[config.mk]
export PLATFORM = sky130hd
export DESIGN_NAME = packet_rx_router
export DESIGN_NICKNAME = d
export VERILOG_FILES = /design/src/rtl/packet_rx_pkg.sv /design/src/rtl/rx_shift_buf.sv /design/src/rtl/packet_rx_router.sv
export SDC_FILE = /design/constraint.sdc
export NUM_CORES = 1
export LEC_CHECK = 0
export ABC_AREA = 1
export ABC_CLOCK_PERIOD_IN_PS = 4040
export CAP_MARGIN = 20
export CELL_PAD_IN_SITES_DETAIL_PLACEMENT = 0
export CELL_PAD_IN_SITES_GLOBAL_PLACEMENT = 1
export CORE_MARGIN = 2
export CORE_UTILIZATION = 39
export DETAILED_ROUTE_END_ITERATION = 16
export DONT_BUFFER_PORTS = 1
export PLACE_DENSITY = 0.65
export SLEW_MARGIN = 20
export SYNTH_ARGS = -nofsm -noshare
export SYNTH_HDL_FRONTEND = slang
export SYNTH_HIERARCHICAL = 1
export SYNTH_SLANG_ARGS = --single-unit
export TNS_END_PERCENT = 1
[constraint.sdc]
create_clock -name clk -period 4.04 [get_ports clk]
set_input_delay 0.606 -clock clk [delete_from_list [all_inputs] [get_ports clk]]
set_output_delay 0.606 -clock clk [all_outputs]
set_load 0.01 [all_outputs]
[src/rtl/packet_rx_pkg.sv]
// Shared types and helpers for the packet receive router: FSM encoding, overflow modes,
// and buffer entry / flattened-bus index helpers.
package packet_rx_pkg;

  typedef enum logic [1:0] {
    IDLE    = 2'd0,
    ARM     = 2'd1,
    COLLECT = 2'd2,
    COMMIT  = 2'd3
  } rx_state_e;

  localparam int unsigned OVF_DROP_OLDEST = 0;
  localparam int unsigned OVF_DROP_NEWEST = 1;

  // Entry is {payload, valid}; the valid bit lets empty slots read all-zero.
  function automatic int unsigned entry_w(input int unsigned payload_w);
    return payload_w + 1;
  endfunction

  function automatic int unsigned flat_lsb(input int unsigned ch, input int unsigned slot,
                                           input int unsigned depth, input int unsigned e_w);
    return (ch * depth + slot) * e_w;
  endfunction

endpackage

[src/rtl/rx_shift_buf.sv]
// Per-channel shift buffer: slot 0 is the oldest entry, pops shift down, overflow
// either evicts the oldest entry or discards the incoming one.
module rx_shift_buf
  import packet_rx_pkg::*;
#(
  parameter int unsigned DEPTH     = 6,
  parameter int unsigned PAYLOAD_W = 2,
  parameter int unsigned OVF_MODE  = OVF_DROP_OLDEST,
  localparam int unsigned E_W      = entry_w(PAYLOAD_W),
  localparam int unsigned OCC_W    = $clog2(DEPTH + 1)
) (
  input  logic                   clk,
  input  logic                   rst_n,
  input  logic                   push,
  input  logic                   pop,
  input  logic [PAYLOAD_W-1:0]   data,
  output logic [DEPTH*E_W-1:0]   slots,
  output logic [OCC_W-1:0]       occ,
  output logic                   drop,
  output logic [PAYLOAD_W-1:0]   pop_data
);

  logic [E_W-1:0]   slot_q [DEPTH];
  logic [E_W-1:0]   slot_d [DEPTH];
  logic [OCC_W-1:0] occ_d;
  logic [OCC_W-1:0] wr_idx;
  logic             drop_d;
  logic             full;
  logic             do_pop;
  logic             shift;
  logic             wr_en;

  assign full   = (occ == OCC_W'(DEPTH));
  assign do_pop = pop && (occ != '0);

  // Pop shifts first; a same-cycle push then lands in the slot the pop freed.
  always_comb begin
    slot_d = slot_q;
    occ_d  = occ;
    drop_d = 1'b0;
    shift  = do_pop;
    wr_en  = push;
    wr_idx = occ;
    if (push) begin
      if (do_pop) begin
        wr_idx = occ - OCC_W'(1);
      end else if (full) begin
        drop_d = 1'b1;
        if (OVF_MODE == OVF_DROP_OLDEST) begin
          shift  = 1'b1;
          wr_idx = OCC_W'(DEPTH - 1);
        end else begin
          wr_en = 1'b0;
        end
      end else begin
        occ_d = occ + OCC_W'(1);
      end
    end else if (do_pop) begin
      occ_d = occ - OCC_W'(1);
    end
    if (shift) begin
      for (int s = 0; s < DEPTH - 1; s++) slot_d[s] = slot_q[s+1];
      slot_d[DEPTH-1] = '0;
    end
    for (int s = 0; s < DEPTH; s++) begin
      if (wr_en && (wr_idx == OCC_W'(s))) slot_d[s] = {data, 1'b1};
    end
  end

  always_ff @(posedge clk or negedge rst_n) begin
    if (!rst_n) begin
      for (int s = 0; s < DEPTH; s++) slot_q[s] <= '0;
      occ  <= '0;
      drop <= 1'b0;
    end else begin
      slot_q <= slot_d;
      occ    <= occ_d;
      drop   <= drop_d;
    end
  end

  for (genvar s = 0; s < DEPTH; s++) begin : g_flat
    assign slots[s*E_W +: E_W] = slot_q[s];
  end

  assign pop_data = slot_q[0][E_W-1:1];

endmodule

[src/rtl/packet_rx_router.sv]
// Key-driven packet entry: assembles packets bit-by-bit from two active-low keys and routes
// each to a per-channel shift buffer by its ID, with a pop port and saturating statistics.
module packet_rx_router
  import packet_rx_pkg::*;
#(
  parameter int unsigned NUM_CH    = 4,
  parameter int unsigned PAYLOAD_W = 2,
  parameter int unsigned DEPTH     = 6,
  parameter int unsigned ARM_CYC   = 3,
  parameter int unsigned OVF_MODE  = OVF_DROP_OLDEST,
  parameter int unsigned CNT_W     = 8,
  localparam int unsigned ID_W     = $clog2(NUM_CH),
  localparam int unsigned PKT_W    = ID_W + PAYLOAD_W,
  localparam int unsigned E_W      = entry_w(PAYLOAD_W),
  localparam int unsigned OCC_W    = $clog2(DEPTH + 1)
) (
  input  logic                        clk,
  input  logic                        rst_n,
  input  logic                        start,
  input  logic                        key0,
  input  logic                        key1,
  input  logic                        rd_en,
  input  logic [ID_W-1:0]             rd_ch,
  output logic [PAYLOAD_W-1:0]        rd_data,
  output logic                        rd_valid,
  output logic [NUM_CH*DEPTH*E_W-1:0] buf_o,
  output logic [NUM_CH*OCC_W-1:0]     occ_o,
  output logic [PKT_W-1:0]            last_pkt,
  output logic [CNT_W-1:0]            pkt_cnt,
  output logic [CNT_W-1:0]            drop_cnt,
  output logic                        busy
);

  localparam int unsigned BIT_W = $clog2(PKT_W + 1);
  localparam int unsigned ARM_W = $clog2(ARM_CYC + 1);

  rx_state_e            state, state_nxt;
  logic [ARM_W-1:0]     arm_cnt;
  logic [BIT_W-1:0]     bit_cnt;
  logic [PKT_W-1:0]     shreg;
  logic                 wait_rel;
  logic                 accept;
  logic                 bit_val;
  logic [ID_W-1:0]      commit_id;
  logic [NUM_CH-1:0]    push_v;
  logic [NUM_CH-1:0]    pop_v;
  logic [NUM_CH-1:0]    drop_v;
  logic [OCC_W-1:0]     occ_a      [NUM_CH];
  logic [PAYLOAD_W-1:0] pop_data_a [NUM_CH];
  logic                 rd_hit;

  always_ff @(posedge clk or negedge rst_n) begin
    if (!rst_n) state <= IDLE;
    else        state <= state_nxt;
  end

  // {key0,key1}: 01 -> bit 0, 10 -> bit 1; a new bit needs a full release first.
  always_comb begin
    state_nxt = state;
    accept    = 1'b0;
    bit_val   = 1'b0;
    case (state)
      IDLE:    if (start) state_nxt = ARM;
      ARM: begin
        if (!start)                                state_nxt = IDLE;
        else if (arm_cnt == ARM_W'(ARM_CYC - 1))   state_nxt = COLLECT;
      end
      COLLECT: begin
        if (!start) begin
          state_nxt = IDLE;
        end else if (!wait_rel && (key0 ^ key1)) begin
          accept  = 1'b1;
          bit_val = ~key1;
          if (bit_cnt == BIT_W'(PKT_W - 1)) state_nxt = COMMIT;
        end
      end
      COMMIT:  state_nxt = IDLE;
      default: state_nxt = IDLE;
    endcase
  end

  assign commit_id = shreg[PKT_W-1 -: ID_W];
  assign rd_hit    = rd_en && (occ_a[rd_ch] != '0);

  always_ff @(posedge clk or negedge rst_n) begin
    if (!rst_n) begin
      arm_cnt  <= '0;
      bit_cnt  <= '0;
      wait_rel <= 1'b0;
      shreg    <= '0;
      busy     <= 1'b0;
      last_pkt <= '0;
      pkt_cnt  <= '0;
      drop_cnt <= '0;
      rd_data  <= '0;
      rd_valid <= 1'b0;
    end else begin
      busy    <= (state_nxt != IDLE);
      arm_cnt <= (state == ARM) ? arm_cnt + ARM_W'(1) : '0;
      if (state == ARM) begin
        bit_cnt  <= '0;
        wait_rel <= 1'b0;
        shreg    <= '0;
      end else if (accept) begin
        bit_cnt  <= bit_cnt + BIT_W'(1);
        wait_rel <= 1'b1;
        shreg    <= {shreg[PKT_W-2:0], bit_val};
      end else if ((state == COLLECT) && key0 && key1) begin
        wait_rel <= 1'b0;
      end
      if (state == COMMIT) begin
        last_pkt <= shreg;
        if (pkt_cnt != '1) pkt_cnt <= pkt_cnt + CNT_W'(1);
      end
      if ((|drop_v) && (drop_cnt != '1)) drop_cnt <= drop_cnt + CNT_W'(1);
      rd_valid <= rd_hit;
      if (rd_hit) rd_data <= pop_data_a[rd_ch];
    end
  end

  for (genvar c = 0; c < NUM_CH; c++) begin : g_ch
    assign push_v[c] = (state == COMMIT) && (commit_id == ID_W'(c));
    assign pop_v[c]  = rd_en && (rd_ch == ID_W'(c));
    assign occ_a[c]  = occ_o[c*OCC_W +: OCC_W];

    rx_shift_buf #(
      .DEPTH     (DEPTH),
      .PAYLOAD_W (PAYLOAD_W),
      .OVF_MODE  (OVF_MODE)
    ) u_buf (
      .clk      (clk),
      .rst_n    (rst_n),
      .push     (push_v[c]),
      .pop      (pop_v[c]),
      .data     (shreg[PAYLOAD_W-1:0]),
      .slots    (buf_o[flat_lsb(c, 0, DEPTH, E_W) +: DEPTH*E_W]),
      .occ      (occ_o[c*OCC_W +: OCC_W]),
      .drop     (drop_v[c]),
      .pop_data (pop_data_a[c])
    );
  end

endmodule

==> results.txt, run 1 <==
- Layout area overhead: 10.7%
- Depth of the worst register-to-register path: 10
* Summed instance area of the synthesized netlist: 0.00724 mm²
- The final count of pins violating max slew is 0.
- Critical Path Slowest Stage Cell: sky130_fd_sc_hd__nor2_2
* Top-level port count: 116
* Clock network latency to the later pin of the worst-skew pair: 420 ps
- The worst path meets setup with 1190 ps of slack.
- Setup violations remaining at the end of the flow were counted as 0.
- Detailed placement finished with a half-perimeter wire length of 12600 µm.
- Post-synth EDFFs: 0
- Setup total negative slack on the finished layout was measured at 0 ps.
- Across all layers, the routed design uses 5937 vias.
* Number of global-route vias before repair: 5708
- Global route total overflow: 0
- Post-detailed-route via-to-cell ratio: 5.02
- For this design, the sink count on the clock tree is 124.
- CTS HTree Levels: 4
- Yosys reg bits: 124
* Post-synth top area cell: sky130_fd_sc_hd__dfrtp_1
* Clock transition time at the flip-flop clock pins of the worst setup and hold paths: 60 ps
- Clock tree synthesis selected as its root buffer the cell sky130_fd_sc_hd__clkbuf_16.
- Measured slew at the worst slew-check pin: 835 ps
- Number of cells upsized or downsized after cts: 0
- TritonCTS clock tree: built
- Together, buffers and inverters on the worst path number 1.
- The worst setup path is launched from a register.
* Worst setup slack for register-to-register paths: 1190 ps
* PnR Total Power: 0.00460 W
- The number of antenna diodes in the final layout is 0.
- Per report_power, the clock group accounts for 34.3% of the total.
- Iteration-0 DRC Markers: 369
- The worst setup path is captured at a register.
- Hold Worst Slack: 155 ps
* Average footprint of a synthesized cell: 7.69 µm²
- Setup clock skew after layout: 11.6 ps
- Floorplan core area: 0.0181 mm²
* Placer congestion estimate: 0.826
- Timing analysis after detailed placement gives a worst setup slack of 1200 ps.
- The first global-routing pass estimated 29000 µm of wire.
* Number of hold violations in the final report: 0
* Required time worst endpoint: 4350 ps
- Number of cell rows: 49
- In this run, the combinational gates consume 23.9% of the power.
- Global-route usage over all layers: 18.4%
* Die boundary height: 140 µm
- Area share of the leading cell type in the synthesized netlist: 42.8%
* Arr. time, crit path: 3160 ps
- The critical path crosses 10 cells after its start point.
- Fill count: 1831
- Largest stage delay, worst path: 470 ps
- Summed over all nets, the switching power comes to 0.00175 W.
- Post-synthesis cell type count: 30
- Capturing element of the worst setup path: g_ch[3].u_buf/slots[7]
- Synth Flop Type: sky130_fd_sc_hd__dfrtp_1
- After detailed routing, the number of remaining DRC violations is 0.
- Setup repair after global routing left no endpoint under its margin.
* Largest vdd supply drop: 0.287 mV
- By count the netlist is led by sky130_fd_sc_hd__nand2_1, sky130_fd_sc_hd__dfrtp_1, sky130_fd_sc_hd__nand3_1.
- Antenna violations before repair: 0
- The worst pin sits at a relative slew slack of 43.9%.
- Pin count of the biggest net entering global routing: 125
- Max-cap violations: 0
* Sequence of cells on the critical path: nand2_1, inv_1, nand2_1, nor2_1, a21oi_1, o21bai_1, nor2_2, nand3_1, nand3_1, nand2_1
- Buffers added on ports: 0
- Synthesis produced 942 cells.
- Clock tree synthesis inserted a total of 17 buffers.
* Sequential Power Share: 41.8%
* Static Leakage: 4.16 nW
* Peak fanout along the critical path: 12
- By instance count, the cell type seen most on the critical path is sky130_fd_sc_hd__nand2_1.
- For this design the ratio of total power to cell area is 574 mW/mm².
- Largest delay share family, worst path: simple AND/OR/NAND/NOR gates
- Number of optimization iterations in the first detailed-route pass: 5
- Yosys instantiated no cell more often than sky130_fd_sc_hd__nand2_1.
- The worst register-to-register path begins at state[1].
- Layout cell share with drive strength beyond 1: 11.8%
- Internal portion of total power: 0.00286 W
* Final ANT Viol Nets: 0
- The final layout contains 971 nets.
- Yosys synthesis warning count: 6
* Category of the most critical setup path: register to register
- Counting every net in the synthesized netlist gives 971.
- The sequential cells in the finished layout cover a total of 0.00310 mm².
* Portion of the post-synthesis area used by sequential elements: 42.8%
- For this configuration, the core starts out at a cell density of 40.1%.
- In the final layout, the multi-input gates occupy 0.00364 mm².
- Number of buffers between clock root and the deepest sink: 2
- Routed wire length per instance: 14.9 µm
- Timing would allow up to 0.351 GHz.
* Die outline area: 0.0197 mm²
- Proportion of register bits with asynchronous set or reset after synthesis: 100%
- Shortest clock period the worst path allows after layout: 2850 ps
* Routed wire length: 17600 µm
- The worst path uses 70.6% of the clock period.
- Endpoint of the lowest-slack register-to-register path: g_ch[3].u_buf/slots[7]
* Die boundary width: 140 µm
- Class of the most critical hold timing path: input pin to asynchronous set/reset pin
- Yosys attributes the largest share of cell area to sky130_fd_sc_hd__dfrtp_1, sky130_fd_sc_hd__nand2_1, sky130_fd_sc_hd__nand3_1.
* Run status: finished, final reports clean
- The critical path starts at state[1].
- Switching fraction of total power: 37.9%
cell families (layout without fill, tap and decap cells):
group	Yosys count	count (layout)	synth area share [%]
adder cells (fa/ha/maj)	21	21	3.63
XOR/XNOR	14	14	1.69
flip-flops	124	124	42.8
AND/OR/NAND/NOR	599	599	39.7
buffers and inverters	112	124	6.91
AO/OA/AOI/OAI	72	72	5.20
stage by stage:
stage / cells / cell area, µm² / utilization [%]
after floorplan: 942 / 7240 / -
after global placement: 1151 / 7390 / 40.8
after detailed placement: 1151 / 7390 / 40.8
after CTS: 1183 / 8020 / 44.3
after global routing: 1183 / 8020 / 44.3
final: 1183 / 8020 / 44.3
flip-flops by register name, indices dropped and copies added (netlist names), 4 cells and up:
register             flops
drop_cnt                 8
pkt_cnt                  8
g_ch.u_buf/pop_data      8
g_ch.u_buf/drop          4
g_ch.u_buf/slots        64
shreg                    4
last_pkt                 4
g_ch.u_buf/occ          12
how the worst min path moves through the flow:
stage / slack [ps] / end / startpoint / cells past startpoint
4_1_cts: 190 / g_ch[2].u_buf/slots[15] / rst_n / 1
6_report: 150 / g_ch[2].u_buf/slots[15] / rst_n / 1
3_3_place_gp: 310 / g_ch[2].u_buf/slots[15] / rst_n / 0
3_5_place_dp: 310 / g_ch[2].u_buf/slots[15] / rst_n / 0
5_1_grt: 170 / g_ch[2].u_buf/slots[15] / rst_n / 1
2_1_floorplan: 310 / arm_cnt[0] / rst_n / 0
cells in the final DEF (no fill, tap or decap), types with 5 or more instances in the layout:
cell type and count:
sky130_fd_sc_hd__nand2_1 336, sky130_fd_sc_hd__dfrtp_1 124, sky130_fd_sc_hd__nand3_1 109, sky130_fd_sc_hd__inv_1 82
sky130_fd_sc_hd__nor2_1 57, sky130_fd_sc_hd__o21ai_0 57, sky130_fd_sc_hd__nand2_4 22, sky130_fd_sc_hd__nand2_2 21
sky130_fd_sc_hd__ha_1 21, sky130_fd_sc_hd__nand4_1 18, sky130_fd_sc_hd__clkbuf_16 17, sky130_fd_sc_hd__a21oi_1 9
sky130_fd_sc_hd__xor2_1 9, sky130_fd_sc_hd__inv_2 8, sky130_fd_sc_hd__nor2_2 8, sky130_fd_sc_hd__nor3_1 7
sky130_fd_sc_hd__nand3_2 5, sky130_fd_sc_hd__nor2_4 5, sky130_fd_sc_hd__xnor2_1 5, sky130_fd_sc_hd__clkinvlp_4 5
final cells by class:
type,instances,share of cell area (%)
Multi-Input combinational cell,706,45.4
Sequential cell,124,38.7
Clock buffer,18,5.48
Inverter,92,4.43
Tap cell,229,3.57
Clock inverter,13,2.09
Timing Repair Buffer,1,0.343
timing repair:
action,CTS,global route
hold endpoints to repair,124,0
hold buffers,1,0
setup buffers,0,0
worst register-to-register path, delay by kind of cell (launching register included):
kind	cells	cell delay, ps
buffers and inverters	1	250
AO/OA/AOI/OAI	2	310
AND/OR/NAND/NOR	7	1810
flip-flops	1	380
per-layer routing:
layer / global-route usage, % / vias to the layer above / wire [µm]
met2: 30.6 / 129 / 8560
met3: 6.36 / 14 / 1070
met1: 23.0 / 2783 / 7850
met4: 4.57 / 0 / 142
li1: - / 3011 / -
met5: 0 / - / 0
power groups by stage:
stage	combinational, W	sequential, W	clock [W]
after floorplan	0.000944	0.00182	0
after global placement	0.00106	0.00196	0
after detailed placement	0.00107	0.00196	0
after CTS	0.00111	0.00194	0.00162
after global routing	0.00126	0.00197	0.00168
final	0.00110	0.00192	0.00158
Note: power is estimated with default switching activity, not from simulation.
==> run 2, diff against run 1 <==
- ABC_CLOCK_PERIOD_IN_PS: 4040 -> 2900
- clock period: 4.04 -> 2.9 ns (I/O delays scaled with it)
==> run 2 against run 1 <==
  * The run now ends with negative hold slack left
  * Clock power increased by 39%
  * Core utilization increased by 0.38 points
  * Critical path depth increased by 2
  * Largest power group unchanged
  * Register-to-register slack got worse by 830 ps
  * Critical path type unchanged
  * Via count increased by 1.2%
  * Setup slack got worse by 830 ps
  * Clock skew decreased by 2.2 ps
  * Maximum frequency increased by 12%
  * Flip-flop and latch count unchanged
  * Clock-buffer cell count increased by 1
  * Routed wire length increased by 2.9%
==> results.txt, run 2 (same netlist as run 1, synthesis figures left out) <==
* Endpoint of the lowest-slack register-to-register path: g_ch[1].u_buf/slots[16]
- Global-route wire length before repair: 30500 µm
* Setup violation total in the final timing report: 0
- Clock transition time at the flip-flop clock pins of the worst setup and hold paths: 60 ps
* Setup repair after global routing missed its margin: no
- The flow ran to the end, but the final reports show violations.
- Maximum achievable frequency: 0.393 GHz
* Routed wire length per instance: 15.2 µm
- Number of buffers between clock root and the deepest sink: 2
* Flip-flop count of the largest register after layout: 64
* Largest vdd supply drop: 0.440 mV
- Final hold analysis gives a worst-case slack of -290 ps.
- Buffers added on ports: 0
- Dpl cell area: 0.00748 mm²
- For this block, the initial DRC count from the detailed router was 376.
- The final count of pins violating max slew came to 0.
- The die covers 0.0197 mm².
- The initial antenna violation count was 0.
- In this design, the stage delay of the slowest critical-path cell is 420 ps.
- Number of global-route vias before repair: 5987
- Once layout is done, the placed cells without fillers occupy 0.00809 mm².
- Most frequent cells in the layout: sky130_fd_sc_hd__nand2_1, sky130_fd_sc_hd__dfrtp_1, sky130_fd_sc_hd__nand3_1
- Global-route usage over all layers: 19.3%
- TritonCTS clock tree: built
* CTS HTree Levels: 4
* Static Leakage: 4.21 nW
- The final route contains 6007 vias.
- Using the TritonRoute via totals, the vias-per-cell ratio works out to 5.03.
* Layout cell share with drive strength beyond 1: 12.9%
- Final Non-Filler Cells: 1195
- By startpoint and endpoint, the worst setup path is classified as register to register.
- Worst setup slack for register-to-register paths: 360 ps
- Routed wire length: 18100 µm
- Die boundary height: 140 µm
- Pin count of the biggest net entering global routing: 125
* Estimated wirelength of the detail-placed design: 13100 µm
- Buffers inserted during clock tree synthesis total 17.
- The final hold violation count was 124.
* Top-level port count: 116
* Class of the most critical hold timing path: input pin to asynchronous set/reset pin
- Power spread over the standard cell area amounts to 790 mW/mm².
* RR Startpoint: state[1]
- Number of optimization iterations in the first detailed-route pass: 4
* Setup clock skew after layout: 9.46 ps
* Final Cycle Share: 87.7%
- 0 antenna diodes ended up in the layout.
- The worst register-to-register path has a depth of 12.
- After routing, the total negative slack on setup checks comes to 0 ps.
- For this design, the sink count on the clock tree is 124.
- Crit path launch type: register
* Measured slew at the worst slew-check pin: 542 ps
* Violated checks: negative hold slack
* Crit path capture type: register
- PnR Total Power: 0.00639 W
- Core Util, Final: 44.7%
* Die boundary width: 140 µm
- For this run, the post-layout net count is 982.
* Shortest clock period the worst path allows after layout: 2540 ps
- The total overflow left after global routing is 0.
- Placer congestion estimate: 0.798
* Starting Density: 40.1%
- Arr. time, crit path: 2850 ps
- Number of cell rows: 49
- Once placement completed, the tool counted placed cells totaling 1163.
- Critical Path Slowest Stage Cell: sky130_fd_sc_hd__nor2_1
* Most common cell after layout, fill and taps aside: sky130_fd_sc_hd__nand2_1
* Max-cap violations: 0
* Floorplan core area: 0.0181 mm²
- The root buffer cell chosen for the clock tree is sky130_fd_sc_hd__clkbuf_16.
- Peak fanout along the critical path: 8
* Layout area overhead: 11.7%
- Sequence of cells on the critical path: nand2_1, inv_1, nand2_1, nor2_1, buf_4, nand2_1, nand3_2, nand2_4, nor2_4, nand2_1, nand3_1, nand2_1
- After detailed routing, the number of remaining DRC violations is 0.
- In this run the tightest slew margin relative to its limit is 63.7%.
- Required time worst endpoint: 3200 ps
- Clock network latency to the later pin of the worst-skew pair: 420 ps
- In this design, the critical path's most frequently occurring cell is sky130_fd_sc_hd__nand2_1.
* Final ANT Viol Nets: 0
run 2: cell count changes in the layout (fill, tap and decap cells not counted):
| cell | delta |
|---|---|
| sky130_fd_sc_hd__nor2_2 | +1 |
| sky130_fd_sc_hd__clkinv_4 | +1 |
| sky130_fd_sc_hd__inv_6 | -1 |
| sky130_fd_sc_hd__clkbuf_1 | +1 |
| sky130_fd_sc_hd__buf_16 | -1 |
| sky130_fd_sc_hd__nor2_1 | -1 |
| sky130_fd_sc_hd__buf_4 | +12 |
run 2: power by group:
group	leakage (nW)	total, W	switching, W	internal (W)
clock	0.282	0.00220	0.000826	0.00138
combinational	2.31	0.00152	0.000994	0.000524
sequential	1.61	0.00267	0.000588	0.00209
run 2: final cells by class:
class                      count  area (µm²)
multi-input combinational    706        3640
clock inverter                13         168
clock buffer                  19         443
fill                        1824       10000
timing repair buffer          12        90.1
tap                          229         287
sequential                   124        3100
inverter                      92         355
run 2: worst max-delay path by stage:
stage | startpoint | end | slack [ps]
6_report | state[1] | g_ch[1].u_buf/slots[16] | 360
2_1_floorplan | state[1] | g_ch[3].u_buf/slots[16] | 880
4_1_cts | state[1] | g_ch[2].u_buf/slots[11] | 220
3_5_place_dp | state[1] | g_ch[2].u_buf/slots[11] | 250
3_3_place_gp | state[1] | g_ch[2].u_buf/slots[11] | 270
5_1_grt | state[1] | g_ch[1].u_buf/slots[16] | 60
run 2: worst max-delay path: cells and delay by family, from the launching register on:
family,cells,cell delay [ps]
AND/OR/NAND/NOR,10,1580
flip-flops,1,380
buffers and inverters,2,460
run 2: stage by stage:
step	hold slack [ps]	setup WS [ps]
detailed placement	142	248
finish	-290	355
global placement	143	270
global route	-325	55.3
floorplan	139	883
CTS	-310	220
run 2: repair_timing:
action	in CTS	in global routing
hold endpoints to repair	124	124
setup endpoints to repair	0	7
resized for setup	0	1
buffers inserted	0	0
run 2: layer usage:
| layer | vias up | track usage [%] | part of all wire [%] |
|---|---|---|---|
| met4 | 0 | 5.21 | 1.3 |
| met3 | 19 | 6.87 | 7.0 |
| met2 | 141 | 32.2 | 49 |
| li1 | 3030 | - | - |
| met1 | 2817 | 23.6 | 43 |
| met5 | - | 0 | 0 |
